File: src/rtl/mem_bus_arbiter.sv
// Two-master round-robin memory bus arbiter with fixed-length accesses,
// ROM/RAM chip-select decode and error signalling for illegal accesses.
//
// state    | meaning
// S_IDLE   | bus free, arbitrating between req0/req1
// S_ACCESS | latched request driven onto the memory bus for ACC_CYC cycles
// S_ACK    | one-cycle completion pulse to the owner, bus released
module mem_bus_arbiter #(
   parameter int unsigned ACC_CYC = 2
) (
   input  logic        clk,
   input  logic        reset,
   input  logic        req0,
   input  logic        req1,
   input  logic [12:0] addr0,
   input  logic [12:0] addr1,
   input  logic        we0,
   input  logic        we1,
   input  logic [7:0]  wdata0,
   input  logic [7:0]  wdata1,
   output logic        gnt0,
   output logic        gnt1,
   output logic        ack0,
   output logic        ack1,
   output logic        err,
   output logic [7:0]  rdata,
   output logic        busy,
   output logic [12:0] mem_addr,
   output logic        mem_rd,
   output logic        mem_wr,
   output logic [7:0]  mem_wdata,
   output logic        mem_wdata_oe,
   input  logic [7:0]  mem_rdata,
   output logic        ram_sel,
   output logic        rom_sel
);

   typedef enum logic [1:0] {
      S_IDLE   = 2'd0,
      S_ACCESS = 2'd1,
      S_ACK    = 2'd2
   } state_t;

   localparam logic [3:0] CNT_LOAD = 4'(ACC_CYC - 1);

   state_t      r_state;
   state_t      w_state_nxt;
   logic [3:0]  r_cnt;
   logic        r_last;
   logic        r_owner;
   logic        r_we;
   logic        r_unmap;
   logic        r_err_pend;

   logic        r_gnt0;
   logic        r_gnt1;
   logic        r_ack0;
   logic        r_ack1;
   logic        r_err;
   logic [7:0]  r_rdata;
   logic [12:0] r_mem_addr;
   logic        r_mem_rd;
   logic        r_mem_wr;
   logic [7:0]  r_mem_wdata;
   logic        r_mem_oe;
   logic        r_ram_sel;
   logic        r_rom_sel;

   logic        w_any;
   logic        w_win;
   logic [12:0] w_addr;
   logic        w_we;
   logic [7:0]  w_wdata;
   logic        w_rom;
   logic        w_ram;
   logic        w_unmap;

   // w_win: 1 selects master 1; on a tie the master not granted last wins
   assign w_any   = req0 | req1;
   assign w_win   = (req0 & req1) ? ~r_last : req1;
   assign w_addr  = w_win ? addr1  : addr0;
   assign w_we    = w_win ? we1    : we0;
   assign w_wdata = w_win ? wdata1 : wdata0;
   assign w_rom   = ~w_addr[12];
   assign w_ram   = w_addr[12] & w_addr[11];
   assign w_unmap = w_addr[12] & ~w_addr[11];

   always_ff @(posedge clk) begin
      if (!reset) r_state <= S_IDLE;
      else        r_state <= w_state_nxt;
   end

   always_comb begin
      w_state_nxt = r_state;
      case (r_state)
         S_IDLE:   if (w_any) w_state_nxt = S_ACCESS;
         S_ACCESS: if (r_cnt == 4'd0) w_state_nxt = S_ACK;
         S_ACK:    w_state_nxt = S_IDLE;
         default:  w_state_nxt = S_IDLE;
      endcase
   end

   always_ff @(posedge clk) begin
      if (!reset) begin
         r_cnt       <= 4'd0;
         r_last      <= 1'b1;
         r_owner     <= 1'b0;
         r_we        <= 1'b0;
         r_unmap     <= 1'b0;
         r_err_pend  <= 1'b0;
         r_gnt0      <= 1'b0;
         r_gnt1      <= 1'b0;
         r_ack0      <= 1'b0;
         r_ack1      <= 1'b0;
         r_err       <= 1'b0;
         r_rdata     <= 8'h00;
         r_mem_addr  <= 13'h0000;
         r_mem_rd    <= 1'b0;
         r_mem_wr    <= 1'b0;
         r_mem_wdata <= 8'h00;
         r_mem_oe    <= 1'b0;
         r_ram_sel   <= 1'b0;
         r_rom_sel   <= 1'b0;
      end else begin
         r_ack0 <= 1'b0;
         r_ack1 <= 1'b0;
         r_err  <= 1'b0;
         case (r_state)
            S_IDLE: begin
               if (w_any) begin
                  r_owner     <= w_win;
                  r_last      <= w_win;
                  r_we        <= w_we;
                  r_unmap     <= w_unmap;
                  r_err_pend  <= w_unmap | (w_we & w_rom);
                  r_cnt       <= CNT_LOAD;
                  r_gnt0      <= ~w_win;
                  r_gnt1      <= w_win;
                  r_mem_addr  <= w_addr;
                  r_rom_sel   <= w_rom;
                  r_ram_sel   <= w_ram;
                  r_mem_rd    <= ~w_we & ~w_unmap;
                  r_mem_wr    <= w_we & w_ram;
                  r_mem_oe    <= w_we & w_ram;
                  r_mem_wdata <= (w_we & w_ram) ? w_wdata : 8'h00;
               end
            end
            S_ACCESS: begin
               if (r_cnt == 4'd0) begin
                  r_gnt0      <= 1'b0;
                  r_gnt1      <= 1'b0;
                  r_mem_addr  <= 13'h0000;
                  r_rom_sel   <= 1'b0;
                  r_ram_sel   <= 1'b0;
                  r_mem_rd    <= 1'b0;
                  r_mem_wr    <= 1'b0;
                  r_mem_oe    <= 1'b0;
                  r_mem_wdata <= 8'h00;
                  r_ack0      <= ~r_owner;
                  r_ack1      <= r_owner;
                  r_err       <= r_err_pend;
                  // unmapped reads return zero instead of bus garbage
                  if (!r_we) r_rdata <= r_unmap ? 8'h00 : mem_rdata;
               end else begin
                  r_cnt <= r_cnt - 4'd1;
               end
            end
            default: ;
         endcase
      end
   end

   assign gnt0         = r_gnt0;
   assign gnt1         = r_gnt1;
   assign ack0         = r_ack0;
   assign ack1         = r_ack1;
   assign err          = r_err;
   assign rdata        = r_rdata;
   assign busy         = (r_state != S_IDLE);
   assign mem_addr     = r_mem_addr;
   assign mem_rd       = r_mem_rd;
   assign mem_wr       = r_mem_wr;
   assign mem_wdata    = r_mem_wdata;
   assign mem_wdata_oe = r_mem_oe;
   assign ram_sel      = r_ram_sel;
   assign rom_sel      = r_rom_sel;

endmodule

File: config.mk
export PLATFORM = sky130hd
export DESIGN_NAME = mem_bus_arbiter
export DESIGN_NICKNAME = d
export VERILOG_FILES = /design/src/rtl/mem_bus_arbiter.sv
export SDC_FILE = /design/constraint.sdc
export NUM_CORES = 1
export LEC_CHECK = 0
export CAP_MARGIN = 30
export CORE_ASPECT_RATIO = 1.75
export CORE_MARGIN = 5
export CORE_UTILIZATION = 42
export DETAILED_ROUTE_END_ITERATION = 7
export HOLD_SLACK_MARGIN = 0.02
export MAX_ROUTING_LAYER = met4
export PLACE_DENSITY = 0.81
export REMOVE_ABC_BUFFERS = 1
export SETUP_SLACK_MARGIN = 0.4
export SLEW_MARGIN = 30
export SYNTH_ARGS = -nofsm -noshare
export SYNTH_HDL_FRONTEND = slang
export SYNTH_SLANG_ARGS = --single-unit
export TNS_END_PERCENT = 30
File: constraint.sdc
create_clock -name clk -period 2 [get_ports clk]
set_clock_uncertainty 0.1 [all_clocks]
set_input_delay 0.2 -clock clk [delete_from_list [all_inputs] [get_ports clk]]
set_output_delay 0.2 -clock clk [all_outputs]
set_load 0.05 [all_outputs]
-- Yosys cells after proc, flatten, opt, wreduce, memory -nomap -nowiden
Index checks and enable logic that the tools add are counted.
- register bits: 49
- bits in latches: 0
- bits in writable memories: 0
- ROM bits: 0
- bits of input ports: 56
- output and inout bits: 40
- logic and storage cells: 81
- memories: 0
- $add $sub $neg: 1
- multipliers: 0
- divide/modulo/power cells: 0
- order comparisons: 0
- eq/ne operators: 4
- shift-type cells: 0
- multiplexer cells: 31
- bitwise operators: 16
- reduce and logical (&&, ||, !) cells: 10
- operator list (kind ; number):
    2-to-1 mux 8 bit ; 5
    2-to-1 mux 13 bit ; 3
    case mux 13 bit (2 select lines) ; 1
    case mux 8 bit (2 select lines) ; 1
    case mux 1 bit (2 select lines) ; 6
    AND reduction 3 bit ; 4
    2-to-1 mux 1 bit ; 9
    2-to-1 mux 4 bit ; 2
    NOT 1 bit ; 8
    case mux 4 bit (2 select lines) ; 1
    AND 1 bit ; 6
    inequality test 2 bit, second input constant ; 3
    logical NOT 4 bit ; 1
    2-to-1 mux 2 bit ; 2
    case mux 2 bit (2 select lines) ; 1
    AND reduction 2 bit ; 2
    nonzero test 2 bit ; 2
    subtractor 4 x 1 -> 4 bit, second input constant ; 1
    equality test 2 x 1 -> 1 bit, second input constant ; 1
    logical NOT 2 bit ; 1
    OR 1 bit ; 2

-- Depth between registers and ports, before layout
- depth after elaboration: 9
- mapped depth: 7
- depth with buffers taken out: 6

-- Worst setup path before layout
No wires, ideal clock.
- kind: register to register
- start: register r_cnt[0]
- end: register r_mem_addr[5], in the netlist mem_addr[5]
- setup time: 0.060 ns
- arrival: 1.417 ns
- required time: 1.840 ns
- slack: 0.423 ns
- cell stages (with the launch flop): 8
- buffers on the path: 1
- clock period less this slack: 1.577 ns
- cells stage by stage: dfxtp_1 > inv_1 > ha_1 > nor3b_2 > a22oi_2 > buf_6 > o2bb2ai_1 > and2_1
- cells in the longest elaborated chain, start to end: 3
- ends and longest elaborated chain (element ; RTL line ; text):
    start: declaration ; 48 ; logic [3:0] r_cnt;
    start signal: assignment ; 165 ; r_cnt <= r_cnt - 4'd1;
    logical NOT 4 bit ; 149 ; if (r_cnt == 4'd0) begin
    inequality test 2 bit (no source line) ; n/a ;
    AND reduction 3 bit (no source line) ; n/a ;
    end signal: assignment ; 139 ; r_mem_addr <= w_addr;
    end: declaration ; 61 ; logic [12:0] r_mem_addr;
No other way between the ends.
A chain may end at the register's enable or synchronous reset.

-- Final worst setup path
- start: register r_mem_addr[9], in the netlist mem_addr[9]
- end: output mem_addr[9]
- RTL lines (element ; RTL line ; text):
    end: declaration ; 28 ; output logic [12:0] mem_addr,
No word-level cell between the ends.

==> impl_metrics.toml <==
[status]
run_status = "finished clean"

[power]
power_per_cell_area_nw_per_um2 = 796.8
share_comb_of_total_power_pct = 32.6
seq_power_share_pct = 40.5
p_int_mw = 1.860
power.clock.fraction_pct = 26.9
vdd_drop_max_v = 0.0005964
total_leakage_power_nw = 1.678
total_switching_power_mw = 0.8916
report.power.total_mw = 2.752
switching_share_pct = 32.40

[setup_path]
cp.arrival_ns = 1.45
crit_path_max_fanout = 2
category_of_the_worst_setup_path_launch_point = "register"
crit_path_top_delay_cell = "sky130_fd_sc_hd__clkdlybuf4s50_1"
critical-path-top-delay-family = "buffers and inverters"
cell_breakdown_of_the_critical_path = "clkdlybuf4s50_1"
worst_setup_path_class = "reg2out"
cp.buffers_inverters = 1
critical_path.endpoint_type = "output pin"
cpPeakStageDelay_ns = 0.80
crit_required_ns = 1.70

[die]
die_area_sq_um = 6909
placementRows = 35
chipHeight_microns = 106.3
boundaryPins = 96
die_width_microns = 65.02
fp.coreArea_sq_um = 5211
start_util_pct = 42.69

[cts]
cts_made_buffers = 5
clock_insertion_delay_worst_skew_ns = 0.30
cts.clk_slew.worst_paths_ns = 0.09
cts.hold.buffers_added = 0
cts_buffer_depth = 2
cts_sinks = 49
clock_tree_from_tritoncts = "done"
cts.root.buffer_cell = "sky130_fd_sc_hd__clkbuf_8"
cts.htree.levels = 2

[layout]
post-route-cell-area_sq_um = 3453
fill_cells = 428
post_route_cells_drive_above_1_share_pct = 11.49
areaGrowthSynthToFinish_pct = 55.23
final_net_count = 379
diodes = 0

[timing]
finalHoldViolCount = 0
setup-violations-final = 0
worst_pin_slew_ns = 0.5179
slew_headroom_pct = 65.41
min_period_ns = 1.750
layout_worst_path_cycle_share_pct = 87.49
fmax_mhz = 571.5
report.final.slew_viol_count = 0
rsz0062_at_grt = "yes"

[synthesis]
async_flop_share_pct = 0
ys_top_cells_by_count = "sky130_fd_sc_hd__dfxtp_1 (49), sky130_fd_sc_hd__mux2i_1 (25), sky130_fd_sc_hd__o2bb2ai_1 (21), sky130_fd_sc_hd__and2_1 (16), sky130_fd_sc_hd__nand2_1 (14)"
syn-cell-area_sq_um = 2225
synth.lib_cells_used.distinct = 37
syn-mean-instance-area_sq_um = 10.16
synth_warnings = 0
synth_seq_cells = 49
netlist.top_cell.by_area = "sky130_fd_sc_hd__dfxtp_1"
netlist_top_cells_area = "sky130_fd_sc_hd__dfxtp_1 (44%), sky130_fd_sc_hd__mux2i_1 (11%), sky130_fd_sc_hd__o2bb2ai_1 (8.3%)"
synth_enable_flop_cells = 0
synth.most_common_cell = "sky130_fd_sc_hd__dfxtp_1"
synth-seq-area-share_pct = 44.09
synth_cells = 219
synth_flop_cell = "sky130_fd_sc_hd__dfxtp_1"
area_fraction_of_the_dominant_cell_type_after_synthesis_pct = 44.09

[route]
post-route-drc-count = 0
num_vias = 1986
initialDrtViolationCount = 58
via_per_inst = 5.268
detail_route.first_pass.iterations = 4
route.antenna.remaining_nets = 0
wl_per_cell_microns = 15.14
drt_wl_total_mm = 5.707

[placed_design]
io_buffer_count = 95
hpwl_detailed_mm = 4.396
globalplace.congestion = 0.7471
post_dp_cell_area_sq_um = 3248

[global_routing]
antenna_found_initial = 0
grt_max_degree = 20
first_pass_grt_wire_length_mm = 9.439
grt_remaining_overflow = 0
grt_pass1_vias = 2122
grt.total_usage_pct = 17.45

[job]
max_cap_violations = 0

[min_path]
hold_class = "reg2reg"
[worst paths after layout]
path | from | to | slack [ns] | cells past startpoint
worst max-delay path | mem_addr[9] | mem_addr[9] | 0.25 | 1
worst min-delay path | r_owner | ack0 | 0.33 | 1
worst min register to register | r_owner | ack0 | 0.33 | 1
worst max register to register | r_cnt[0] | rdata[7] | 0.39 | 7
[final cells by class]
class	instances	area (sq um)	area share, %
clock buffers	6	82.58	2.391
clock inverters	2	37.54	1.087
inverters	3	11.26	0.3261
multi-input cells	152	1151	33.33
flip-flops and latches	49	983.4	28.48
well taps	55	68.82	1.993
repair buffers	110	1119	32.39
[cells in the final DEF, fill, tap and decap left out, types with 3 or more instances in the layout]
cell type | Yosys | final
sky130_fd_sc_hd__nand3_1 | 7 | 7
sky130_fd_sc_hd__dlymetal6s2s_1 | 0 | 17
sky130_fd_sc_hd__and3_1 | 4 | 4
sky130_fd_sc_hd__o2bb2ai_1 | 21 | 21
sky130_fd_sc_hd__nor2b_1 | 5 | 5
sky130_fd_sc_hd__and2_1 | 16 | 16
sky130_fd_sc_hd__o21ai_0 | 9 | 9
sky130_fd_sc_hd__dfxtp_1 | 49 | 47
sky130_fd_sc_hd__buf_4 | 1 | 12
sky130_fd_sc_hd__clkdlybuf4s50_1 | 0 | 63
sky130_fd_sc_hd__mux2i_1 | 25 | 25
sky130_fd_sc_hd__clkbuf_8 | 0 | 6
sky130_fd_sc_hd__a21boi_1 | 10 | 10
sky130_fd_sc_hd__nand2_1 | 14 | 14
sky130_fd_sc_hd__nand3b_1 | 8 | 8
sky130_fd_sc_hd__o211a_1 | 3 | 3
sky130_fd_sc_hd__dlygate4sd2_1 | 0 | 14
sky130_fd_sc_hd__nor2_1 | 5 | 5
[flip-flops by register name, indices dropped and copies added, names as in the netlist, 2 cells and up]
signal,count
mem_addr,13
mem_wdata,8
rdata,8
r_cnt,4
r_state,2
[through the flow]
stage          util, %  hold slack (ns)  worst slack (ns)  instances  TNS (ns)
2_1_floorplan        -           0.1619           -0.2756        204    -4.773
3_3_place_gp     62.33           0.3212            0.1361        364         0
3_5_place_dp     62.33           0.3247           0.08355        364         0
4_1_cts          65.45           0.3362            0.2358        377         0
5_1_grt          66.27           0.3758            0.2169        377         0
6_report         66.27           0.3316            0.2503        377         0
[power groups by stage]
| stage | clock (mW) | combinational, mW | sequential, mW |
|---|---|---|---|
| after floorplan | 0 | 0.317 | 1.33 |
| after global placement | 0 | 0.878 | 1.14 |
| after detailed placement | 0 | 0.892 | 1.14 |
| after CTS | 0.757 | 0.906 | 1.12 |
| after global routing | 0.791 | 0.961 | 1.13 |
| final | 0.741 | 0.896 | 1.11 |
[routing by layer]
| layer | global-route usage [%] | vias to the layer above | share of wire [%] |
|---|---|---|---|
| li1 | - | 988 | - |
| met1 | 18.04 | 925 | 39 |
| met2 | 32.60 | 67 | 53 |
| met3 | 3.911 | 6 | 7.0 |
| met4 | 4.451 | 0 | 1.1 |
| met5 | - | - | 0 |
[cell families after synthesis]
logic type | count (synthesis) | synth area share (%)
and+or+nand+nor | 69 | 18.56
muxes | 25 | 11.25
DFF | 49 | 44.09
AOI/OAI and AO/OA | 54 | 19.12
buffers and inverters | 18 | 5.062
xor gates and xnor gates | 2 | 0.7875
adders and majority gates | 2 | 1.125
[what timing repair did]
action | in CTS | in global routing
gates cloned | 0 | 0
gates resized for setup | 22 | 17
pin swaps | 15 | 1
setup buffers | 5 | 0
setup endpoints to repair | 74 | 60
No activity file was read; power rests on OpenSTA's default activity.
